--- src/rtl/mips_pkg.sv ---
// Shared register-file types and widths for the writeback path.
// Provides register/data widths, the zero-register index and the
// writeback entry payload {live, dst, data}.
package mips_pkg;

   localparam int unsigned REG_W    = 5;
   localparam int unsigned DATA_W   = 32;
   localparam int unsigned NUM_REGS = 32;

   localparam logic [REG_W-1:0] REG_ZERO = 5'd0;

   // One buffered long-latency result; live=0 means it was overwritten (WAW)
   typedef struct packed {
      logic              live;
      logic [REG_W-1:0]  dst;
      logic [DATA_W-1:0] data;
   } wb_entry_t;

endpackage

--- src/rtl/reg_writeback_if.sv ---
// Bus bundle for reg_writeback.
// Groups ALU result inputs, the long-result valid/ready handshake,
// the register-file write port, the pending mask and the ALU stall.
// master: upstream pipeline / register file side; slave: reg_writeback.
interface reg_writeback_if import mips_pkg::*; ();

   logic              alu_valid;
   logic [REG_W-1:0]  alu_reg;
   logic [DATA_W-1:0] alu_data;

   logic              lng_valid;
   logic              lng_ready;
   logic [REG_W-1:0]  lng_reg;
   logic [DATA_W-1:0] lng_data;

   logic [REG_W-1:0]  write_reg;
   logic [DATA_W-1:0] write_data;
   logic              RegWrite;

   logic [NUM_REGS-1:0] pend;
   logic                alu_stall;

   modport master (
      output alu_valid, alu_reg, alu_data,
      output lng_valid, lng_reg, lng_data,
      input  lng_ready,
      input  write_reg, write_data, RegWrite,
      input  pend, alu_stall
   );

   modport slave (
      input  alu_valid, alu_reg, alu_data,
      input  lng_valid, lng_reg, lng_data,
      output lng_ready,
      output write_reg, write_data, RegWrite,
      output pend, alu_stall
   );

endinterface

--- src/rtl/wb_fifo.sv ---
// Circular buffer of pending long-latency writeback entries.
// Ports: clk, rst (sync, active-low); push/push_entry enqueue at the tail;
// pop dequeues the head; kill/kill_reg clear the live bit of every entry
// (including the one being pushed) targeting kill_reg; head is the current
// head entry; count is the registered occupancy; pend is the mask of
// destinations of live entries (bit 0 forced low).
module wb_fifo import mips_pkg::*; #(
   parameter int unsigned DEPTH = 2
) (
   input  logic                      clk,
   input  logic                      rst,
   input  logic                      push,
   input  wb_entry_t                 push_entry,
   input  logic                      pop,
   input  logic                      kill,
   input  logic [REG_W-1:0]          kill_reg,
   output wb_entry_t                 head,
   output logic [$clog2(DEPTH):0]    count,
   output logic [NUM_REGS-1:0]       pend
);

   localparam int unsigned PTR_W = $clog2(DEPTH);
   localparam int unsigned CNT_W = PTR_W + 1;

   wb_entry_t        mem [DEPTH];
   logic [PTR_W-1:0] rd_ptr;
   logic [PTR_W-1:0] wr_ptr;
   wb_entry_t        push_kept;

   // An entry pushed alongside a same-register ALU write is older, so it dies
   always_comb begin
      push_kept      = push_entry;
      push_kept.live = push_entry.live && !(kill && (push_entry.dst == kill_reg));
   end

   // Storage, pointers and occupancy; popped slots drop their live bit so
   // pend only needs to scan live flags
   always_ff @(posedge clk) begin
      if (!rst) begin
         rd_ptr <= '0;
         wr_ptr <= '0;
         count  <= '0;
         for (int i = 0; i < int'(DEPTH); i++) begin
            mem[i] <= '0;
         end
      end else begin
         for (int i = 0; i < int'(DEPTH); i++) begin
            if (kill && (mem[i].dst == kill_reg)) begin
               mem[i].live <= 1'b0;
            end
         end
         if (pop) begin
            mem[rd_ptr].live <= 1'b0;
            rd_ptr           <= rd_ptr + PTR_W'(1);
         end
         if (push) begin
            mem[wr_ptr] <= push_kept;
            wr_ptr      <= wr_ptr + PTR_W'(1);
         end
         count <= count + CNT_W'(push) - CNT_W'(pop);
      end
   end

   assign head = mem[rd_ptr];

   // Pending-destination mask from live entries
   always_comb begin
      pend = '0;
      for (int i = 0; i < int'(DEPTH); i++) begin
         if (mem[i].live) begin
            pend[mem[i].dst] = 1'b1;
         end
      end
      pend[0] = 1'b0;
   end

endmodule

--- src/rtl/reg_writeback.sv ---
// Register-file write-port driver.
// Merges single-cycle ALU results (priority) with buffered long-latency
// results into one registered write per cycle.
// Ports: clk; rst (sync, active-low); bus (reg_writeback_if.slave) carrying
// alu_valid/alu_reg/alu_data, lng_valid/lng_ready/lng_reg/lng_data,
// write_reg/write_data/RegWrite, pend and alu_stall.
module reg_writeback import mips_pkg::*; #(
   parameter int unsigned DEPTH        = 2,
   parameter int unsigned STARVE_LIMIT = 4
) (
   input  logic           clk,
   input  logic           rst,
   reg_writeback_if.slave bus
);

   localparam int unsigned CNT_W = $clog2(DEPTH) + 1;
   localparam int unsigned AGE_W = 4;
   localparam logic [CNT_W-1:0] FULL_CNT = CNT_W'(DEPTH);
   localparam logic [AGE_W-1:0] AGE_MAX  = AGE_W'(STARVE_LIMIT);

   wb_entry_t           head;
   wb_entry_t           push_entry;
   logic [CNT_W-1:0]    count;
   logic [AGE_W-1:0]    age;
   logic [NUM_REGS-1:0] pend_mask;
   logic                fifo_empty_c;
   logic                alu_write_c;
   logic                pop_c;
   logic                push_c;

   assign fifo_empty_c = (count == '0);
   assign alu_write_c  = bus.alu_valid && (bus.alu_reg != REG_ZERO);
   // The FIFO only gets the port when the ALU is idle; no same-cycle bypass
   assign pop_c        = !bus.alu_valid && !fifo_empty_c;
   // r0 results complete the handshake but are dropped
   assign push_c       = bus.lng_valid && bus.lng_ready && (bus.lng_reg != REG_ZERO);
   assign push_entry   = {1'b1, bus.lng_reg, bus.lng_data};

   // Ready from registered occupancy only; a same-cycle pop does not free a slot
   assign bus.lng_ready = rst && (count < FULL_CNT);
   assign bus.alu_stall = (age == AGE_MAX) || (count == FULL_CNT);
   assign bus.pend      = pend_mask;

   wb_fifo #(
      .DEPTH (DEPTH)
   ) u_fifo (
      .clk        (clk),
      .rst        (rst),
      .push       (push_c),
      .push_entry (push_entry),
      .pop        (pop_c),
      .kill       (alu_write_c),
      .kill_reg   (bus.alu_reg),
      .head       (head),
      .count      (count),
      .pend       (pend_mask)
   );

   // Head-of-FIFO wait counter, saturating at the starvation limit
   always_ff @(posedge clk) begin
      if (!rst) begin
         age <= '0;
      end else if (fifo_empty_c || pop_c) begin
         age <= '0;
      end else if (age != AGE_MAX) begin
         age <= age + AGE_W'(1);
      end
   end

   // Write-port registers; index/data hold when nothing is selected
   always_ff @(posedge clk) begin
      if (!rst) begin
         bus.write_reg  <= '0;
         bus.write_data <= '0;
         bus.RegWrite   <= 1'b0;
      end else if (bus.alu_valid) begin
         bus.write_reg  <= bus.alu_reg;
         bus.write_data <= bus.alu_data;
         bus.RegWrite   <= (bus.alu_reg != REG_ZERO);
      end else if (pop_c) begin
         bus.write_reg  <= head.dst;
         bus.write_data <= head.data;
         bus.RegWrite   <= head.live && (head.dst != REG_ZERO);
      end else begin
         bus.RegWrite   <= 1'b0;
      end
   end

endmodule
--- src/flat_wrapper.sv ---
// flat-port wrapper written by rule: the top's interface ports become plain ports
module reg_writeback_flat import mips_pkg::*;
#(
   parameter int unsigned DEPTH        = 2,
   parameter int unsigned STARVE_LIMIT = 4
)
  (clk, rst, bus_alu_valid, bus_alu_reg, bus_alu_data, bus_lng_valid, bus_lng_reg, bus_lng_data, bus_lng_ready, bus_write_reg, bus_write_data, bus_RegWrite, bus_pend, bus_alu_stall);
  reg_writeback_if bus_i ();
  input  logic clk;
  input  logic rst;
  input wire logic [$bits(bus_i.alu_valid)-1:0] bus_alu_valid;
  input wire logic [$bits(bus_i.alu_reg)-1:0] bus_alu_reg;
  input wire logic [$bits(bus_i.alu_data)-1:0] bus_alu_data;
  input wire logic [$bits(bus_i.lng_valid)-1:0] bus_lng_valid;
  input wire logic [$bits(bus_i.lng_reg)-1:0] bus_lng_reg;
  input wire logic [$bits(bus_i.lng_data)-1:0] bus_lng_data;
  output wire logic [$bits(bus_i.lng_ready)-1:0] bus_lng_ready;
  output wire logic [$bits(bus_i.write_reg)-1:0] bus_write_reg;
  output wire logic [$bits(bus_i.write_data)-1:0] bus_write_data;
  output wire logic [$bits(bus_i.RegWrite)-1:0] bus_RegWrite;
  output wire logic [$bits(bus_i.pend)-1:0] bus_pend;
  output wire logic [$bits(bus_i.alu_stall)-1:0] bus_alu_stall;
  assign bus_i.alu_valid = bus_alu_valid;
  assign bus_i.alu_reg = bus_alu_reg;
  assign bus_i.alu_data = bus_alu_data;
  assign bus_i.lng_valid = bus_lng_valid;
  assign bus_i.lng_reg = bus_lng_reg;
  assign bus_i.lng_data = bus_lng_data;
  assign bus_lng_ready = bus_i.lng_ready;
  assign bus_write_reg = bus_i.write_reg;
  assign bus_write_data = bus_i.write_data;
  assign bus_RegWrite = bus_i.RegWrite;
  assign bus_pend = bus_i.pend;
  assign bus_alu_stall = bus_i.alu_stall;
  reg_writeback #(.DEPTH(DEPTH), .STARVE_LIMIT(STARVE_LIMIT)) u_core (.clk(clk), .rst(rst), .bus(bus_i));
endmodule
--- config.mk ---
export PLATFORM = sky130hd
export DESIGN_NAME = reg_writeback_flat
export DESIGN_NICKNAME = d
export VERILOG_FILES = /design/src/rtl/mips_pkg.sv /design/src/rtl/reg_writeback_if.sv /design/src/rtl/wb_fifo.sv /design/src/rtl/reg_writeback.sv /design/src/flat_wrapper.sv
export SDC_FILE = /design/constraint.sdc
export NUM_CORES = 1
export LEC_CHECK = 0
export CAP_MARGIN = 25
export CORE_MARGIN = 4
export CORE_UTILIZATION = 50
export DETAILED_ROUTE_END_ITERATION = 10
export GPL_ROUTABILITY_DRIVEN = 1
export MAX_ROUTING_LAYER = met4
export PLACE_DENSITY = 0.81
export SKIP_CTS_REPAIR_TIMING = 1
export SLEW_MARGIN = 20
export SYNTH_ARGS = -nofsm -noshare
export SYNTH_HDL_FRONTEND = slang
export SYNTH_HIERARCHICAL = 1
export SYNTH_SLANG_ARGS = --single-unit
--- constraint.sdc ---
create_clock -name clk -period 6.1 [get_ports clk]
set_input_delay 1.22 -clock clk [delete_from_list [all_inputs] [get_ports clk]]
set_output_delay 1.22 -clock clk [all_outputs]
set_load 0.1 [all_outputs]
==> impl_metrics.yaml <==
yosys:
  synth_xor_area_frac: 0.0271
  synth_fa_ha_area_frac: 0.00814
  muxShareOfSynthArea: 0.133
  syn_area_um2: 6150
  synth_top_cell_area_share: 0.371
  synthCells: 525
  synth_seq_cells: 123
  synth-simple-area-share: 0.155
  yosysTopAreaCell: "edfxtp_1"
  netlist_top_cells_area: "edfxtp_1 37%, dfxtp_1 15%, and2_1 7.9%"
  ys_types: 39
  synth.avg_cell_area_um2: 11.7
  seq_area_frac_synth: 0.524
  synth_top_family_by_area: "simple AND/OR/NAND/NOR gates"
  synth_compound_area_frac: 0.107
  ys_warn_count: 6
pwr:
  p_per_area_nw_per_um2: 381
  p_int_mw: 2.03
  pwr-share-comb: 0.313
  p_leak_nw: 3.42
  vdd_ir_drop_max_mv: 0.243
  power.clock.fraction: 0.342
  power_mw: 3.14
  p_sw_mw: 1.11
  swShare: 0.352
  p_seq_frac: 0.345
floorplanning:
  rows: 40
  core_um2: 12000
  die_w_um: 119
  die_y_um: 119
  ios: 150
  start_util: 0.512
  die_area_um2: 14100
placement:
  placed_cell_area_um2: 7590
  post-place-ws_ns: 2.06
  io_buffers: 148
  dp_cells: 785
  dp_hpwl_um: 9680
  gp_congestion: 0.812
grt:
  grt_start_max_net_pins: 65
  busiest_layer: "met2"
  grt_pass1_vias: 4811
  met1_usage: 0.248
  grt_util_met3: 0.0622
  grt_pass1_wl_um: 23500
  grt_usage: 0.215
  grt_use_met2: 0.363
  antenna_found_initial: 0
  grt_overflow_total: 0
clocking:
  cts_tree: "done"
  htree_num_levels: 4
  clk_latency_ns: 0.41
  clock_path_buffers: 2
  cts_sinks: 123
  cts_buffers: 17
  cts-root-buf: "clkbuf_16"
  clkTransAtPathRegs_ns: 0.05
timing:
  slew_headroom: 0.307
  hold_viol_final: 0
  finalWorstSetupSlack_ns: 2.03
  max_freq_ghz: 0.246
  fin_crit_sh: 0.667
  fin_crit_ns: 4.07
  timing.hold.ws_ns: 0.496
  tns_ns: 0
  worst_pin_slew_ns: 1.04
  rsz0062_at_grt: "no"
  finClkSkew_ns: 0.00946
  final_max_slew_viol_count: 0
  setup_viol: 0
job:
  max_cap_violations: 0
final_layout:
  nets: 740
  drive_gt1_frac: 0.116
  final_common_cell: "clkdlybuf4s50_1"
  area_delta_synth_final_pct: 34.1
  layout_common_cells: "146 x clkdlybuf4s50_1, 78 x and2_1, 76 x edfxtp_1, 46 x dfxtp_1, 41 x nand2_1"
  largest_reg_flops: 76
  antennaDiodeCount: 0
  final_cell_count_no_fill: 818
  regArea_um2: 3220
  fillers: 906
  multiInputGateArea_um2: 2680
  utilization: 0.687
  stdcell_area_um2: 8250
critical_path:
  critical_path.max_fanout: 7
  path_cells: "or3b_1 -> o22ai_1 -> clkdlybuf4s50_1"
  end_kind: "primary output"
  worst-setup-path-type: "flip-flop to primary output"
  cp.required_ns: 4.88
  worst-path-stages: 3
  start_kind: "flip-flop"
  cp_slowest_cell: "clkdlybuf4s50_1"
  worstPathArrival_ns: 2.85
  path_buf_inv: 1
  crit_path_max_incr_delay_ns: 1.18
  crit_family: "buffers and inverters"
  r2r_cells: 6
detailed_routing:
  wirelength_um: 14900
  drtIter0Drc: 474
  drcViolationCount: 0
  vias_per_cell: 5.69
  firstDrtPassIters: 5
  ant_nets: 0
  via_count: 4657
  wl_per_cell_um: 18.2
hold_path:
  hp-class: "flip-flop to flip-flop"
  whs_path_depth: 1
status:
  status: "finished, final reports clean"
==> synthesized netlist by cell type, drive strengths merged <==
library cell and number:
nor3 1, nor2 12, xnor2 10, edfxtp 76, or3b 6, mux2i 39, or4 2, o21a 3
nor2b 3, nand3 5, and3 1, buf 30, clkbuf 8, a21oi 8, nand2b 1, and2 78
conb 2, o2111ai 1, a311o 1, o211a 32, mux2 38, nand2 42, a31oi 1, o41ai 1
o22ai 31, and3b 1, or3 3, nand4 1, ha 4, xor2 9, nor4 2, dfxtp 47
nand3b 11, inv 6, o21ai 7, o211ai 2
==> worst reg2reg max path: stages, from the launching register on <==
cell	delay (ns)
dfxtp_1	0.37
nor2b_1	0.27
nand2_1	0.10
a21oi_1	0.35
inv_1	0.17
o21ai_4	0.53
buf_4	0.43
==> per-layer routing <==
layer	part of all wire	vias up
met3	0.062	19
met4	0.013	0
met2	0.50	167
li1	-	2182
met1	0.42	2289
met5	0	-
==> final timing paths <==
kind | startpoint | slack, ns | end
min reg2reg | u_core/bus.write_data[28]$_SDFFE_PN0P_ | 0.50 | u_core/bus.write_data[28]$_SDFFE_PN0P_
min | u_core/bus.write_data[28]$_SDFFE_PN0P_ | 0.50 | u_core/bus.write_data[28]$_SDFFE_PN0P_
max reg2reg | u_core/u_fifo/count[1]$_SDFF_PN0_ | 3.55 | u_core/u_fifo/mem[0][6]$_SDFFCE_PN0P_
max | u_core/u_fifo/mem[0][32]$_SDFFCE_PN0P_ | 2.03 | bus_pend[8]
==> power by group through the flow <==
| stage | sequential, mW | combinational [mW] | clock (mW) |
|---|---|---|---|
| CTS | 1.08 | 0.984 | 1.09 |
| global route | 1.10 | 1.03 | 1.12 |
| global placement | 1.09 | 0.961 | 0 |
| finish | 1.08 | 0.982 | 1.07 |
| detailed placement | 1.10 | 0.978 | 0 |
| floorplan | 1.42 | 0.425 | 0 |
==> layout make-up <==
cell class                      instances  share of cell area
Clock buffer                           19              0.0525
Timing Repair Buffer                  151               0.183
Sequential cell                       123               0.391
Inverter                                6             0.00273
Clock inverter                         13              0.0241
Multi-Input combinational cell        359               0.325
Tap cell                              147              0.0223
==> cells by family (layout without fill, tap and decap cells) <==
group,Yosys count,in the layout
AO/OA/AOI/OAI,87,87
XOR/XNOR,19,19
adder cells (fa/ha/maj),4,4
buffers and inverters,44,189
flip-flops,123,123
multiplexers,77,77
other,2,3
AND/OR/NAND/NOR,169,169
Power figures use the tool's default switching activity.
